$ cat src/rtl/axi_lite_pkg.sv
// Shared AXI-lite definitions: response codes, write-arbiter state encoding
// and default bus widths.
package axi_lite_pkg;

    localparam logic [1:0] RESP_OKAY   = 2'b00;
    localparam logic [1:0] RESP_EXOKAY = 2'b01;
    localparam logic [1:0] RESP_SLVERR = 2'b10;
    localparam logic [1:0] RESP_DECERR = 2'b11;

    localparam int DEF_ADDR_W = 32;
    localparam int DEF_DATA_W = 32;

    typedef enum logic [1:0] {
        ST_IDLE  = 2'd0,
        ST_WRITE = 2'd1,
        ST_RESP  = 2'd2,
        ST_DONE  = 2'd3
    } wr_state_t;

endpackage

$ cat src/rtl/rr_arbiter.sv
// Combinational round-robin pick: one-hot winner is the first requester set
// at or above ptr+1, wrapping; the pointer register belongs to the parent.
module rr_arbiter #(
    parameter int N  = 4,
    parameter int PW = $clog2(N)
) (
    input  logic [N-1:0]  req,
    input  logic [PW-1:0] ptr,
    output logic [N-1:0]  gnt
);

    logic          found;
    logic [PW-1:0] idx;

    always_comb begin
        gnt   = '0;
        found = 1'b0;
        idx   = '0;
        for (int i = 1; i <= N; i++) begin
            idx = PW'((int'(ptr) + i) % N);
            if (!found && req[idx]) begin
                gnt[idx] = 1'b1;
                found    = 1'b1;
            end
        end
    end

endmodule

$ cat src/rtl/axi_lite_wr_arbiter.sv
// Round-robin arbiter sharing one AXI-lite AW/W/B channel set among NUM_REQ
// requesters, one outstanding write at a time, all outputs registered.
module axi_lite_wr_arbiter
    import axi_lite_pkg::*;
#(
    parameter int NUM_REQ = 4,
    parameter int ADDR_W  = DEF_ADDR_W,
    parameter int DATA_W  = DEF_DATA_W
) (
    input  logic                        i_clk,
    input  logic                        i_resetn,
    input  logic [NUM_REQ-1:0]          i_req,
    input  logic [NUM_REQ*ADDR_W-1:0]   i_addr,
    input  logic [NUM_REQ*DATA_W-1:0]   i_data,
    input  logic [NUM_REQ*DATA_W/8-1:0] i_strb,
    output logic [NUM_REQ-1:0]          o_gnt,
    output logic [NUM_REQ-1:0]          o_done,
    output logic [1:0]                  o_resp,
    output logic                        o_busy,
    output wr_state_t                   o_dbg_state,
    output logic                        m_axi_awvalid,
    input  logic                        m_axi_awready,
    output logic [ADDR_W-1:0]           m_axi_awaddr,
    output logic                        m_axi_wvalid,
    input  logic                        m_axi_wready,
    output logic [DATA_W-1:0]           m_axi_wdata,
    output logic [DATA_W/8-1:0]         m_axi_wstrb,
    input  logic                        m_axi_bvalid,
    output logic                        m_axi_bready,
    input  logic [1:0]                  m_axi_bresp
);

    localparam int STRB_W = DATA_W / 8;
    localparam int PW     = $clog2(NUM_REQ);

    wr_state_t            state;
    logic [PW-1:0]        ptr;
    logic                 aw_done;
    logic                 w_done;
    logic [NUM_REQ-1:0]   win_oh;
    logic [PW-1:0]        win_idx;
    logic [ADDR_W-1:0]    addr_sel;
    logic [DATA_W-1:0]    data_sel;
    logic [STRB_W-1:0]    strb_sel;

    // Handshakes: a beat transfers on a rising edge where valid and ready are
    // both high; valid, once raised, stays high with stable payload until then.
    wire aw_fire = m_axi_awvalid & m_axi_awready;
    wire w_fire  = m_axi_wvalid & m_axi_wready;

    assign o_dbg_state = state;

    rr_arbiter #(.N(NUM_REQ), .PW(PW)) u_rr (
        .req (i_req),
        .ptr (ptr),
        .gnt (win_oh)
    );

    always_comb begin
        win_idx  = '0;
        addr_sel = '0;
        data_sel = '0;
        strb_sel = '0;
        for (int k = 0; k < NUM_REQ; k++) begin
            if (win_oh[k]) begin
                win_idx  = PW'(k);
                addr_sel = i_addr[k*ADDR_W +: ADDR_W];
                data_sel = i_data[k*DATA_W +: DATA_W];
                strb_sel = i_strb[k*STRB_W +: STRB_W];
            end
        end
    end

    always_ff @(posedge i_clk or negedge i_resetn) begin
        if (!i_resetn) begin
            state         <= ST_IDLE;
            ptr           <= PW'(NUM_REQ - 1);
            aw_done       <= 1'b0;
            w_done        <= 1'b0;
            o_gnt         <= '0;
            o_done        <= '0;
            o_resp        <= RESP_OKAY;
            o_busy        <= 1'b0;
            m_axi_awvalid <= 1'b0;
            m_axi_wvalid  <= 1'b0;
            m_axi_bready  <= 1'b0;
            m_axi_awaddr  <= '0;
            m_axi_wdata   <= '0;
            m_axi_wstrb   <= '0;
        end else begin
            case (state)
                ST_IDLE: begin
                    if (|i_req) begin
                        ptr           <= win_idx;
                        o_gnt         <= win_oh;
                        o_busy        <= 1'b1;
                        m_axi_awaddr  <= addr_sel;
                        m_axi_wdata   <= data_sel;
                        m_axi_wstrb   <= strb_sel;
                        m_axi_awvalid <= 1'b1;
                        m_axi_wvalid  <= 1'b1;
                        aw_done       <= 1'b0;
                        w_done        <= 1'b0;
                        state         <= ST_WRITE;
                    end
                end
                ST_WRITE: begin
                    if (aw_fire) begin
                        m_axi_awvalid <= 1'b0;
                        aw_done       <= 1'b1;
                    end
                    if (w_fire) begin
                        m_axi_wvalid <= 1'b0;
                        w_done       <= 1'b1;
                    end
                    // AW and W may finish in either order or on the same edge.
                    if ((aw_done | aw_fire) && (w_done | w_fire)) begin
                        m_axi_bready <= 1'b1;
                        state        <= ST_RESP;
                    end
                end
                ST_RESP: begin
                    if (m_axi_bvalid) begin
                        o_resp       <= m_axi_bresp;
                        o_done       <= o_gnt;
                        m_axi_bready <= 1'b0;
                        state        <= ST_DONE;
                    end
                end
                ST_DONE: begin
                    o_done <= '0;
                    o_gnt  <= '0;
                    o_busy <= 1'b0;
                    state  <= ST_IDLE;
                end
                default: state <= ST_IDLE;
            endcase
        end
    end

endmodule

$ cat config.mk
export PLATFORM = sky130hd
export DESIGN_NAME = axi_lite_wr_arbiter
export DESIGN_NICKNAME = d
export VERILOG_FILES = /design/src/rtl/axi_lite_pkg.sv /design/src/rtl/rr_arbiter.sv /design/src/rtl/axi_lite_wr_arbiter.sv
export SDC_FILE = /design/constraint.sdc
export NUM_CORES = 1
export LEC_CHECK = 0
export ABC_AREA = 1
export BUFFER_PORTS_ARGS = -buffer_cell sky130_fd_sc_hd__buf_2
export CAP_MARGIN = 5
export CORE_AREA = 2 2 143 145
export CTS_CLUSTER_SIZE = 8
export DETAILED_ROUTE_END_ITERATION = 12
export DIE_AREA = 0 0 145 147
export HOLD_SLACK_MARGIN = 0.05
export PLACE_DENSITY = 0.59
export SETUP_SLACK_MARGIN = 0.05
export SLEW_MARGIN = 30
export SYNTH_ARGS = -nofsm -noshare
export SYNTH_HDL_FRONTEND = slang
export SYNTH_SLANG_ARGS = --single-unit
$ cat constraint.sdc
create_clock -name i_clk -period 3.1 [get_ports i_clk]
set_input_delay 0.31 -clock i_clk [delete_from_list [all_inputs] [get_ports i_clk]]
set_output_delay 0.31 -clock i_clk [all_outputs]
set_load 0.05 [all_outputs]
======== Word-level counts from Yosys, hierarchy flattened ========
Index checks and enable logic that the tools add are counted.
Widths: inputs -> output; s select.
storage, ports and cells
  register bits after elaboration ......... 88
  bits in latches ......................... 0
  RAM bits ................................ 0
  ROM bits ................................ 0
  bits of input ports ..................... 283
  logic and storage cells ................. 126
  memories kept ........................... 0
cells by class
  add/subtract/negate cells ............... 4
  multiply operators ...................... 0
  divide/modulo/power cells ............... 0
  order comparisons ....................... 8
  equal/unequal tests ..................... 8
  shift operators ......................... 0
  muxes and demuxes ....................... 60
  bitwise operators ....................... 7
  reductions and logical operators ........ 25
operators with widths
  cell                 number
  $mux 32              8
  $mux 4               10
  $mux 1               20
  $pmux 4 s2           2
  $lt 2x3->1 const B   4
  $or 4x4->4           3
  $pmux 1 s2           6
  $reduce_and 3->1     4
  $mux 2               5
  $ne 2x2->1 const B   5
  $bmux 1 s2           4
  $demux 1 s2          4
  $ge 2x1->1 const B   4
  $logic_and 1x1->1    8
  $pmux 2 s4           1
  $reduce_and 2->1     4
  $reduce_bool 2->1    4
  $add 2x1->2 const B  2
  $add 2x2->2 const B  2
  $eq 2x2->1 const B   2
  $reduce_or 4->1      1
  $logic_not 1->1      3
  $and 1x1->1          2
  $eq 2x1->1 const B   1
  other kinds (2)      3

======== Depth between registers and ports, before layout ========
Gate-level depths: netlist of run 1.
  word-level depth ........................ 17
  gate-level depth with buffers ........... 17
  depth with buffers taken out ............ 16

======== By module ========
From an unflattened synthesis of run 1, not the netlist that was laid out.
unflattened totals
  cells, all modules ...................... 1,218
  area, all modules ....................... 6,993.0 µm²
modules (own cells, without submodules)
  module               instances  cells an instance  area each (µm²)
  axi_lite_wr_arbiter  1          1,143              6,571.3
  rr_arbiter           1          75                 421.7

======== Least setup slack after synthesis of run 1 ========
No wires, ideal clock.
  path kind ............................... flip-flop to flip-flop
  from .................................... register ptr[0]
  to ...................................... register m_axi_awaddr[19]
  setup time .............................. 121 ps
  data arrival time ....................... 2,353 ps
  required time ........................... 2,979 ps
  path slack .............................. 626 ps
  stages on the path, launching flop included .. 17
  path buffers ............................ 1
  cells stage by stage .................... dfstp_2 -> inv_2 -> ha_1 -> inv_1 -> nand3_2 -> nand2_4 -> nand2_4 -> inv_4 -> nand3_1 -> nand2_2 -> nor2_8 -> clkinv_2 -> buf_2 -> nand2_1 -> nand2_1 -> a21boi_0 -> nand2_1
on the way
  word-level cells in the longest chain between the ends .. 17
  elaborated cells on any way between the ends .. 52
  those cells by class .................... add/sub: 4; order compare: 8; mux: 27; bitwise: 3; reduce/logical: 10
ends and longest elaborated chain
  element                                                              line                       source
  start, declared                                                      axi_lite_wr_arbiter.sv:37  logic [PW-1:0] ptr;
  start signal, assigned                                               axi_lite_wr_arbiter.sv:77  ptr <= PW'(NUM_REQ - 1);
  start signal, assigned                                               axi_lite_wr_arbiter.sv:94  ptr <= win_idx;
  parallel branches: the longest is 12 deep, another holds $lt 2x3->1  -
  $mux 4 (*)                                                           rr_arbiter.sv:21           if (!found && req[idx]) begin
  $mux 32 (3 in a row)                                                 axi_lite_wr_arbiter.sv:65  if (win_oh[k]) begin
  $mux 32 (*)                                                          axi_lite_wr_arbiter.sv:65
  end signal, assigned                                                 axi_lite_wr_arbiter.sv:97  m_axi_awaddr <= addr_sel;
  end, declared                                                        axi_lite_wr_arbiter.sv:23  output logic [ADDR_W-1:0] m_axi_awaddr,
Mark *: on every way between the ends. The select of a mux whose other input is x is not followed.
A chain may end at the register's enable or synchronous reset.

======== Worst setup path in the final report of run 1 ========
  from .................................... register ptr[1]
  to ...................................... register m_axi_awaddr[21]
Same word-level chain as after synthesis.

==> flow_metrics.py, run 1 <==
metrics = {
    "synthesis": {
        "synth_ff_type": "dfrtp_1",
        "yosysWarnings": 0,
        "synth_cell_types": 35,
        "ys_ff_latch": 88,
        "synth-edff-count": 0,
        "syn_inst": 1036,
        "synth-seq-area-share_pct": 33.9,
        "syn_area_per_cell_sq_um": 6.28,
        "synth_area_sq_um": 6510,
        "synthArstFlopShare_pct": 100,
        "synth_fp_nets": 1332,
    },
    "floorplanning": {
        "die_w_um": 145,
        "initial_utilization_pct": 32.8,
        "ios": 367,
        "die_area_sq_um": 21300,
        "rows": 52,
        "core_area_sq_um": 19800,
        "die_h_um": 147,
    },
    "sta": {
        "tightestPinTransition_ns": 0.732,
        "hold_viol": 0,
        "rsz0062_at_grt": "no",
        "fin_hold_ws_ns": 0.190,
        "drv_slew": 0,
        "min_period_over_period_pct": 91.3,
        "setup_viol": 0,
        "clock.fmax_mhz": 353,
        "max-slew-margin-rel_pct": 51.2,
        "finalCriticalPeriod_ns": 2.83,
        "clock_skew_ns": 0.00619,
        "setup_tns_ns": 0,
    },
    "placement": {
        "portBuffers": 366,
        "routabilityCongestion": 0.889,
        "hpwl_mm": 18.7,
        "placed_cells": 1632,
        "placed_area_sq_um": 8560,
    },
    "critical_path": {
        "crit_type": "flop to flop",
        "r2r_slack_ns": 0.27,
        "cp-startpoint": "ptr[1]$_DFFE_PN1P_",
        "start_kind": "flop",
        "r2r_cells": 17,
        "timing.rr.end": "m_axi_awaddr[21]$_DFFE_PN0P_",
        "r2r_start": "ptr[1]$_DFFE_PN1P_",
        "critPathMaxFanout": 25,
        "critPathCaptureType": "flop",
        "critPathArrivalTime_ns": 3.11,
        "cp.required_ns": 3.38,
        "critPathCapture": "m_axi_awaddr[21]$_DFFE_PN0P_",
    },
    "cts": {
        "cts_buffer_depth": 2,
        "numCtsBuffers": 9,
        "cts_max_level": 3,
        "clock-root-buffer": "clkbuf_16",
        "cts_tree": "built",
        "clk_latency_ns": 0.34,
        "clkTransAtPathRegs_ns": 0.07,
        "clock_sinks": 88,
    },
    "run_status": {
        "status": "completed",
    },
    "global_routing": {
        "grt_usage_pct": 22.7,
        "grt_pass1_wl_mm": 38.6,
        "grt_max_degree": 75,
        "overflow": 0,
        "antenna_found_initial": 1,
        "grt_pass1_vias": 7258,
    },
    "route": {
        "vias": 7813,
        "wl_met1_mm": 10.5,
        "drc": 0,
        "route.met2.wl_mm": 12.0,
        "wl_per_cell_um": 15.1,
        "wl_met3_mm": 1.94,
        "dr.first_iter.drc_count": 368,
        "wirelength_mm": 25.0,
        "antenna_left": 0,
        "vias_per_cell": 4.72,
        "top_layer": "met5",
        "firstDrtPassIters": 5,
    },
    "pwr": {
        "powerDensity_nw_per_um2": 1480,
        "p_leak_nw": 5.01,
        "p_total_w": 0.0133,
        "ir_drop_mv": 1.00,
    },
    "final_layout": {
        "fin_cells": 1654,
        "fillers": 2186,
        "final_area_sq_um": 8970,
        "nNetsFinal": 1674,
        "final_layout_size_suffix_gt1_share_pct": 32.1,
        "area_growth_pct": 37.9,
    },
    "flow_run": {
        "max-cap-violations": 0,
    },
    "worst_hold_path": {
        "min_path_type": "primary input to flop",
        "hold_path_depth": 2,
    },
}
==> state kept, by name, indices dropped and copies added (netlist names) <==
signal,cells
aw_done,1
m_axi_awaddr,32
m_axi_awvalid,1
m_axi_bready,1
m_axi_wdata,32
m_axi_wstrb,4
m_axi_wvalid,1
o_busy,1
o_dbg_state,2
o_done,4
o_gnt,4
o_resp,2
ptr,2
w_done,1
==> per-stage QoR <==
step                      utilization (%)  setup slack, ns
final                                45.2            0.271
after detailed placement             43.2          -0.0555
after floorplan                         -            0.626
after global placement               43.1           0.0931
after CTS                            44.9            0.147
after global routing                 45.2           0.0508
==> where the power goes <==
| group | internal, W | switching [W] |
|---|---|---|
| logic | 0.00283 | 0.00721 |
| registers | 0.00173 | 0.000298 |
| clock network | 0.000716 | 0.000500 |
==> cells in the mapped netlist, drive strengths merged (8+ instances only) <==
| library cell | number | area [sq um] |
|---|---|---|
| nand2 | 460 | 1760 |
| nand3 | 138 | 736 |
| nor2 | 138 | 567 |
| dfrtp | 86 | 2150 |
| a21oi | 44 | 220 |
| buf | 42 | 254 |
| inv | 36 | 140 |
| a21boi | 25 | 188 |
| clkbuf | 21 | 78.8 |
| ha | 13 | 163 |
| o21ai | 11 | 55.1 |
| o22ai | 8 | 50.1 |
==> how the worst min path moves through the flow <==
stage,from,end,slack (ns)
2_1_floorplan,i_resetn,aw_done$_DFFE_PN0P_,0.01
3_3_place_gp,o_resp[1]$_DFFE_PN0P_,o_resp[1]$_DFFE_PN0P_,0.48
3_5_place_dp,i_resetn,m_axi_wdata[5]$_DFFE_PN0P_,0.40
4_1_cts,m_axi_bresp[0],o_resp[0]$_DFFE_PN0P_,0.17
5_1_grt,m_axi_bresp[0],o_resp[0]$_DFFE_PN0P_,0.19
6_report,m_axi_bresp[0],o_resp[0]$_DFFE_PN0P_,0.19
==> metal layers <==
layer  global-route usage (%)  up-vias
met5                        0        -
met4                     7.52        2
met2                     38.5      316
met3                     4.97       35
met1                     28.8     3497
li1                         -     3963
==> timing repair <==
item                       4_1_cts  5_1_grt
hold buffers                     1        0
hold endpoints to repair        71        0
setup endpoints to repair       25       67
resized for setup                1       10
setup buffers                    0        4
gates cloned                     0        0
==> cells in the final DEF (no fill, tap or decap), types with 2 or more instances in the layout <==
master / count
nand2_1: 451
buf_2: 365
nand3_1: 132
nor2_1: 132
dfrtp_1: 86
a21oi_1: 44
inv_1: 29
a21boi_0: 20
buf_4: 17
ha_1: 12
o21ai_0: 11
clkbuf_16: 9
o22ai_1: 8
buf_6: 7
nand2_2: 6
nor2_4: 5
a21boi_1: 5
inv_2: 4
nand3_2: 4
nand2_4: 3
inv_4: 3
inv_6: 3
buf_12: 3
nand3_4: 2
clkinv_2: 2
a211oi_1: 2
o21a_1: 2
mux2_2: 2
bufinv_16: 2
dfstp_2: 2
==> final cells by class <==
cell class	count	area, sq um	area share [%]
inverters	38	155	1.73
clock inverters	7	100	1.12
flip-flops and latches	88	2200	24.6
well taps	270	338	3.76
repair buffers	394	2120	23.6
clock buffers	9	225	2.51
diodes	1	2.50	0.0279
multi-input cells	847	3830	42.7
==> worst max-delay path, cell delays in order (launching register included) <==
cell and delay (ns):
dfstp_2 0.62, clkinvlp_4 0.15, ha_2 0.39, inv_1 0.09, nand3_2 0.13, nand2_4 0.09
nand2_4 0.09, inv_4 0.05, nand3_1 0.08, nand2_2 0.10, nor2_8 0.15, nand2_4 0.15
nor2_4 0.11, buf_6 0.22, nand2_1 0.07, nand2_1 0.11, nand2_1 0.07, nand2_1 0.06
==> cell families (layout without fill, tap and decap cells) <==
kind of cell               Yosys count  in the layout  share of synthesized area, %
and+or+nand+nor                    737            737                          47.2
adders and majority gates           13             13                          2.50
muxes                                2              2                         0.346
DFF                                 88             88                          33.9
buffers and inverters              101            448                          7.40
other                                0              1                             0
AOI/OAI and AO/OA                   95             95                          8.67
Power figures use the tool's default switching activity.
==> inputs of run 2 (changes only) <==
--- a/config.mk
+++ b/config.mk
@@ -9,6 +9,7 @@
 export BUFFER_PORTS_ARGS = -buffer_cell sky130_fd_sc_hd__buf_2
 export CAP_MARGIN = 5
 export CORE_AREA = 2 2 143 145
+export CTS_BUF_LIST = sky130_fd_sc_hd__clkbuf_4 sky130_fd_sc_hd__clkbuf_8
 export CTS_CLUSTER_SIZE = 8
 export DETAILED_ROUTE_END_ITERATION = 12
 export DIE_AREA = 0 0 145 147
==> run 2 against run 1 <==
  * Clock skew increased by 0.0056 ns
  * Flip-flop and latch count unchanged
  * Cell count unchanged
  * Critical path depth unchanged
  * Total power decreased by 2.1%
  * Hold slack got worse by 0.036 ns
  * Largest power group unchanged
  * Highest routed layer unchanged
==> flow_metrics.py, run 2 (synthesis results as in run 1) <==
metrics = {
    "cts": {
        "cts_max_level": 3,
        "clkTransAtPathRegs_ns": 0.10,
        "clk_latency_ns": 0.38,
        "cts_tree": "built",
        "numCtsBuffers": 9,
        "cts_buffer_depth": 2,
        "clock_sinks": 88,
        "clock-root-buffer": "clkbuf_8",
    },
    "sta": {
        "rsz0062_at_grt": "no",
        "hold_viol": 0,
        "finalCriticalPeriod_ns": 2.85,
        "max-slew-margin-rel_pct": 51.3,
        "setup_tns_ns": 0,
        "tightestPinTransition_ns": 0.730,
        "min_period_over_period_pct": 91.8,
        "setup_viol": 0,
        "clock_skew_ns": 0.0118,
        "clock.fmax_mhz": 351,
        "drv_slew": 0,
    },
    "final_layout": {
        "final_area_sq_um": 8870,
        "area_growth_pct": 36.3,
        "nNetsFinal": 1674,
        "final_layout_size_suffix_gt1_share_pct": 32.1,
        "utilization_pct": 44.7,
        "fin_cells": 1654,
        "reg_top3": "m_axi_awaddr x32, m_axi_wdata x32",
        "fillers": 2197,
        "final_cell_mix": "nand2_1 (451), buf_2 (365), nand3_1 (132), nor2_1 (132), dfrtp_1 (86)",
        "layout_commonest_cell": "nand2_1",
    },
    "critical_path": {
        "cp.required_ns": 3.41,
        "r2r_cells": 17,
        "crit_type": "flop to flop",
        "critPathSlowestCell": "dfstp_2",
        "r2r_start": "ptr[1]$_DFFE_PN1P_",
        "path_cells": "clkinvlp_4 > ha_2 > inv_1 > nand3_2 > nand2_4 > nand2_4 > inv_4 > nand3_1 > nand2_2 > nor2_8 > nand2_4 > nor2_4 > buf_6 > nand2_1 > nand2_1 > nand2_1 > nand2_1",
        "cp-startpoint": "ptr[1]$_DFFE_PN1P_",
        "crit_top_cell": "nand2_1",
        "start_kind": "flop",
        "critPathCaptureType": "flop",
        "timing.rr.end": "m_axi_awaddr[21]$_DFFE_PN0P_",
        "max_stage_delay_ns": 0.63,
        "r2r_slack_ns": 0.25,
        "critPathArrivalTime_ns": 3.16,
        "critPathMaxFanout": 25,
    },
    "pwr": {
        "ir_drop_mv": 1.00,
        "swShare_pct": 61.5,
        "combPwrFrac_pct": 77.2,
        "share_seq_of_total_power_pct": 15.6,
        "p_leak_nw": 4.96,
        "internal_power_w": 0.00501,
        "p_switching_w": 0.00799,
        "powerDensity_nw_per_um2": 1470,
        "clockPowerShare_pct": 7.2,
    },
    "route": {
        "antenna_left": 0,
        "firstDrtPassIters": 5,
        "vias_per_cell": 4.75,
        "dr.first_iter.drc_count": 370,
        "wl_per_cell_um": 15.2,
        "drc": 0,
        "wirelength_mm": 25.2,
        "vias": 7858,
    },
    "placement": {
        "hpwl_mm": 18.7,
        "routabilityCongestion": 0.889,
        "portBuffers": 366,
        "placed_area_sq_um": 8560,
        "placed_cells": 1632,
    },
    "floorplanning": {
        "ios": 367,
        "core_area_sq_um": 19800,
        "die_area_sq_um": 21300,
        "die_w_um": 145,
        "rows": 52,
        "die_h_um": 147,
        "initial_utilization_pct": 32.8,
    },
    "worst_hold_path": {
        "whs_endpoint": "o_resp[0]$_DFFE_PN0P_",
        "worstHoldStart": "m_axi_bresp[0]",
        "hold_path_depth": 2,
        "min_path_type": "primary input to flop",
    },
    "global_routing": {
        "grt_max_degree": 75,
        "grt_usage_pct": 22.8,
        "antenna_found_initial": 1,
        "overflow": 0,
        "grt_pass1_wl_mm": 38.7,
        "grt_pass1_vias": 7262,
    },
    "flow_run": {
        "max-cap-violations": 0,
    },
    "run_status": {
        "status": "completed",
    },
}
-- run 2: cell counts in the layout (fill, tap and decap cells not counted) --
Identical to the previous run, type by type.
-- run 2: routing by layer --
| metal | global-route usage, % | part of all wire [%] | vias up |
|---|---|---|---|
| li1 | - | - | 3961 |
| met1 | 28.9 | 42 | 3540 |
| met2 | 38.9 | 48 | 321 |
| met3 | 4.81 | 7.6 | 34 |
| met4 | 7.23 | 2.3 | 2 |
| met5 | 0 | 0.044 | - |
-- run 2: layout make-up --
class | instances | area [sq um] | area share (%)
Tap cell | 270 | 338 | 3.81
Multi-Input combinational cell | 847 | 3830 | 43.2
Sequential cell | 88 | 2200 | 24.9
Clock inverter | 7 | 100 | 1.13
Timing Repair Buffer | 394 | 2110 | 23.8
Inverter | 38 | 155 | 1.75
Clock buffer | 9 | 124 | 1.40
Antenna cell | 1 | 2.50 | 0.0282
-- run 2: per-stage QoR --
step                setup WS [ns]  total power (W)  hold slack, ns
floorplan                   0.626          0.00939          0.0144
global placement           0.0931           0.0120           0.482
detailed placement        -0.0555           0.0120           0.398
CTS                         0.138           0.0130           0.130
global route               0.0417           0.0142           0.147
finish                      0.253           0.0130           0.154
-- run 2: power by group through the flow --
stage	logic (W)	registers, W	clock network, W
CTS	0.00999	0.00203	0.000979
global route	0.0111	0.00210	0.00101
global placement	0.00991	0.00205	0
floorplan	0.00565	0.00374	0
finish	0.0100	0.00202	0.000936
detailed placement	0.00996	0.00205	0
-- run 2: worst max path at each step --
stage,endpoint,slack (ns),cells past startpoint
5_1_grt,m_axi_awaddr[14]$_DFFE_PN0P_,0.04,16
6_report,m_axi_awaddr[21]$_DFFE_PN0P_,0.25,17
3_3_place_gp,m_axi_awaddr[12]$_DFFE_PN0P_,0.09,12
4_1_cts,m_axi_awaddr[21]$_DFFE_PN0P_,0.14,17
2_1_floorplan,m_axi_awaddr[19]$_DFFE_PN0P_,0.63,16
3_5_place_dp,m_axi_awaddr[9]$_DFFE_PN0P_,-0.06,12
-- run 2: repair_timing --
action | 4_1_cts | 5_1_grt
hold buffers | 1 | 0
resized for setup | 1 | 9
buffers inserted | 0 | 4
endpoints found under the hold margin | 71 | 0
setup endpoints to repair | 25 | 67
-- run 2: worst max-delay path: cells and delay by family, from the launching register on --
family / cells / cell delay, ns
simple gates: 12 / 1.22
buf+inv: 4 / 0.52
flops: 1 / 0.63
fa+ha+maj: 1 / 0.39
==> inputs of run 3 (changes only) <==
--- a/config.mk
+++ b/config.mk
@@ -8,15 +8,16 @@
 export ABC_AREA = 1
 export BUFFER_PORTS_ARGS = -buffer_cell sky130_fd_sc_hd__buf_2
 export CAP_MARGIN = 5
-export CORE_AREA = 2 2 143 145
+export CORE_AREA = 2 2 144 146
 export CTS_BUF_LIST = sky130_fd_sc_hd__clkbuf_4 sky130_fd_sc_hd__clkbuf_8
 export CTS_CLUSTER_SIZE = 8
 export DETAILED_ROUTE_END_ITERATION = 12
-export DIE_AREA = 0 0 145 147
+export DIE_AREA = 0 0 146 148
 export HOLD_SLACK_MARGIN = 0.05
-export PLACE_DENSITY = 0.59
+export PLACE_DENSITY = 0.61
 export SETUP_SLACK_MARGIN = 0.05
 export SLEW_MARGIN = 30
 export SYNTH_ARGS = -nofsm -noshare
 export SYNTH_HDL_FRONTEND = slang
+export SYNTH_HIERARCHICAL = 1
 export SYNTH_SLANG_ARGS = --single-unit
==> constraint.sdc (replaced) <==
create_clock -name i_clk -period 3.4 [get_ports i_clk]
set_input_delay 0.34 -clock i_clk [delete_from_list [all_inputs] [get_ports i_clk]]
set_output_delay 0.34 -clock i_clk [all_outputs]
set_load 0.05 [all_outputs]
==> run 3 against run 2 <==
  * Total power down 8.0%
  * Register-to-register slack better by 0.11 ns
  * Setup slack improved by 0.11 ns
  * First-iteration DRC count up 0.81%
  * Critical path type unchanged
==> flow_metrics.py, run 3 <==
metrics = {
    "run_status": {
        "status": "completed",
    },
    "sta": {
        "drv_slew": 0,
        "fin_hold_ws_ns": 0.148,
        "setup_tns_ns": 0,
        "tightestPinTransition_ns": 0.862,
        "hold_viol": 0,
        "clock.fmax_mhz": 329,
        "setup_viol": 0,
        "min_period_over_period_pct": 89.4,
        "setup_ws_ns": 0.360,
        "rsz0062_at_grt": "no",
        "max-slew-margin-rel_pct": 42.5,
        "finalCriticalPeriod_ns": 3.04,
        "clock_skew_ns": 0.00843,
    },
    "floorplanning": {
        "rows": 52,
        "die_h_um": 148,
        "initial_utilization_pct": 34.9,
        "ios": 367,
        "core_area_sq_um": 20000,
        "die_w_um": 146,
        "die_area_sq_um": 21600,
    },
    "placement": {
        "routabilityCongestion": 0.890,
        "hpwl_mm": 18.8,
        "placed_area_sq_um": 8970,
        "portBuffers": 366,
        "place_ws_ns": 0.178,
    },
    "critical_path": {
        "critPathArrivalTime_ns": 3.35,
        "max_stage_delay_ns": 0.67,
        "critPathTopFamily": "simple AND/OR/NAND/NOR gates",
        "start_kind": "flop",
        "crit_top_cell": "nand2_1",
        "cp_num_buf_inv": 6,
        "crit_type": "flop to flop",
        "path_cells": "inv_2 > ha_1 > inv_1 > nand3_2 > nand2_4 > nand2_4 > inv_2 > nand3_1 > nand3_4 > buf_12 > inv_2 > buf_4 > nand3_1 > nand2_1 > nand2_1 > nand2_1 > nand2_1 > nand2_1",
        "critPathSlowestCell": "dfstp_2",
        "critPathMaxFanout": 38,
        "cp.required_ns": 3.71,
        "critPathCaptureType": "flop",
    },
    "synthesis": {
        "yosys-top-cells-count": "nand2_1 (666), nand3_1 (100), inv_1 (96)",
        "synth_ff_type": "dfrtp_1",
        "synth-edff-count": 0,
        "synth.area.top_cells": "nand2_1 (36%), dfrtp_1 (31%), nand3_1 (7.2%)",
        "yosysMostFrequentCell": "nand2_1",
        "syn_area_per_cell_sq_um": 5.74,
        "yosysWarnings": 6,
        "yosys.area.top_type": "nand2_1",
        "ys_ff_latch": 88,
        "synth_area_sq_um": 6990,
        "synth_top_area_share_pct": 35.7,
        "synth_fp_nets": 1514,
        "synthArstFlopShare_pct": 100,
        "synth_cell_types": 24,
        "syn_inst": 1218,
        "synth-seq-area-share_pct": 31.5,
    },
    "final_layout": {
        "layout_commonest_cell": "nand2_1",
        "final_cell_mix": "nand2_1 (665), buf_2 (365), inv_1 (96), nand3_1 (96), dfrtp_1 (86)",
        "reg_top3": "m_axi_awaddr x32, m_axi_wdata x32",
        "final_area_sq_um": 9250,
        "fillers": 2259,
        "area_growth_pct": 32.3,
        "nNetsFinal": 1835,
        "ff_latch_area_sq_um": 2200,
        "multi_input_area_sq_um": 4040,
        "final_layout_size_suffix_gt1_share_pct": 27.4,
    },
    "global_routing": {
        "grt_max_degree": 74,
        "antenna_found_initial": 4,
        "grt_usage_pct": 23.5,
        "grt_pass1_vias": 8081,
        "grt_pass1_wl_mm": 41.0,
        "overflow": 0,
    },
    "cts": {
        "clock_sinks": 88,
        "cts_max_level": 3,
        "clock-root-buffer": "clkbuf_8",
        "cts_buffer_depth": 2,
        "numCtsBuffers": 9,
        "clkTransAtPathRegs_ns": 0.10,
        "cts_tree": "built",
        "clk_latency_ns": 0.37,
        "postCtsSetupRepairBufs": 0,
    },
    "pwr": {
        "clockPowerShare_pct": 7.2,
        "p_total_w": 0.0120,
        "p_switching_w": 0.00745,
        "p_leak_nw": 6.04,
        "share_seq_of_total_power_pct": 14.8,
        "combPwrFrac_pct": 77.9,
        "swShare_pct": 62.3,
        "powerDensity_nw_per_um2": 1290,
        "ir_drop_mv": 0.807,
        "internal_power_w": 0.00451,
    },
    "route": {
        "vias": 8602,
        "antenna_left": 0,
        "wl_per_cell_um": 14.6,
        "vias_per_cell": 4.73,
        "dr.first_iter.drc_count": 373,
        "wirelength_mm": 26.6,
        "drc": 0,
        "firstDrtPassIters": 5,
    },
    "worst_hold_path": {
        "min_path_type": "primary input to flop",
    },
    "flow_run": {
        "max-cap-violations": 0,
    },
}
[run 3: path summary, 6_finish.rpt]
kind | from | end | slack (ns) | cells past startpoint
worst min-delay path | m_axi_bresp[1] | o_resp[1]$_DFFE_PN0P_ | 0.15 | 3
max in group asynchronous | i_resetn | m_axi_wstrb[0]$_DFFE_PN0P_ | 2.06 | 3
worst min register to register | m_axi_awaddr[3]$_DFFE_PN0P_ | m_axi_awaddr[3]$_DFFE_PN0P_ | 0.48 | 2
min in group asynchronous | i_resetn | m_axi_wdata[28]$_DFFE_PN0P_ | 0.56 | 2
worst max register to register | ptr[0]$_DFFE_PN1P_ | m_axi_wdata[8]$_DFFE_PN0P_ | 0.36 | 18
worst max-delay path | ptr[0]$_DFFE_PN1P_ | m_axi_wdata[8]$_DFFE_PN0P_ | 0.36 | 18
[run 3: timing repair]
action | 4_1_cts | 5_1_grt
hold buffers | 1 | 0
setup endpoints to repair | 0 | 68
gates resized for setup | 0 | 4
hold endpoints to repair | 14 | 0
[run 3: cell families (layout without fill, tap and decap cells)]
| group | Yosys count | after routing | share of synthesized area [%] |
|---|---|---|---|
| AOI/OAI and AO/OA | 82 | 82 | 5.98 |
| adders and majority gates | 13 | 13 | 2.33 |
| buffers and inverters | 177 | 502 | 11.4 |
| DFF | 88 | 88 | 31.5 |
| other | 0 | 3 | 0 |
| and+or+nand+nor | 858 | 859 | 48.7 |
[run 3: per-layer routing]
layer / up-vias / track usage (%) / share of wire [%]
met5: - / 0 / 0.049
li1: 4338 / - / -
met2: 375 / 40.7 / 48
met1: 3840 / 28.6 / 41
met4: 2 / 8.59 / 2.9
met3: 47 / 5.49 / 7.8
[run 3: tightest hold or removal path: stages]
cell and delay (ns):
buf_2 0.07, nand2_1 0.04, nand2_1 0.05
[run 3: final cells by class]
cell class / instances / area share, %
Clock inverter: 4 / 0.825
Multi-Input combinational cell: 954 / 43.7
Inverter: 101 / 4.10
Timing Repair Buffer: 385 / 22.1
Clock buffer: 12 / 1.72
Sequential cell: 88 / 23.8
Antenna cell: 3 / 0.0812
Tap cell: 270 / 3.65
[run 3: power groups by stage]
stage | sequential [W] | combinational, W | clock, W
floorplan | 0.00311 | 0.00569 | 0
global placement | 0.00178 | 0.00922 | 0
detailed placement | 0.00178 | 0.00929 | 0
CTS | 0.00177 | 0.00930 | 0.000895
global route | 0.00183 | 0.0104 | 0.000927
finish | 0.00177 | 0.00932 | 0.000864
[run 3: through the flow]
| step | std cells | utilization, % |
|---|---|---|
| finish | 1817 | 46.2 |
| global route | 1817 | 46.2 |
| CTS | 1813 | 46.0 |
| detailed placement | 1796 | 44.8 |
| global placement | 1796 | 44.8 |
| floorplan | 1218 | - |
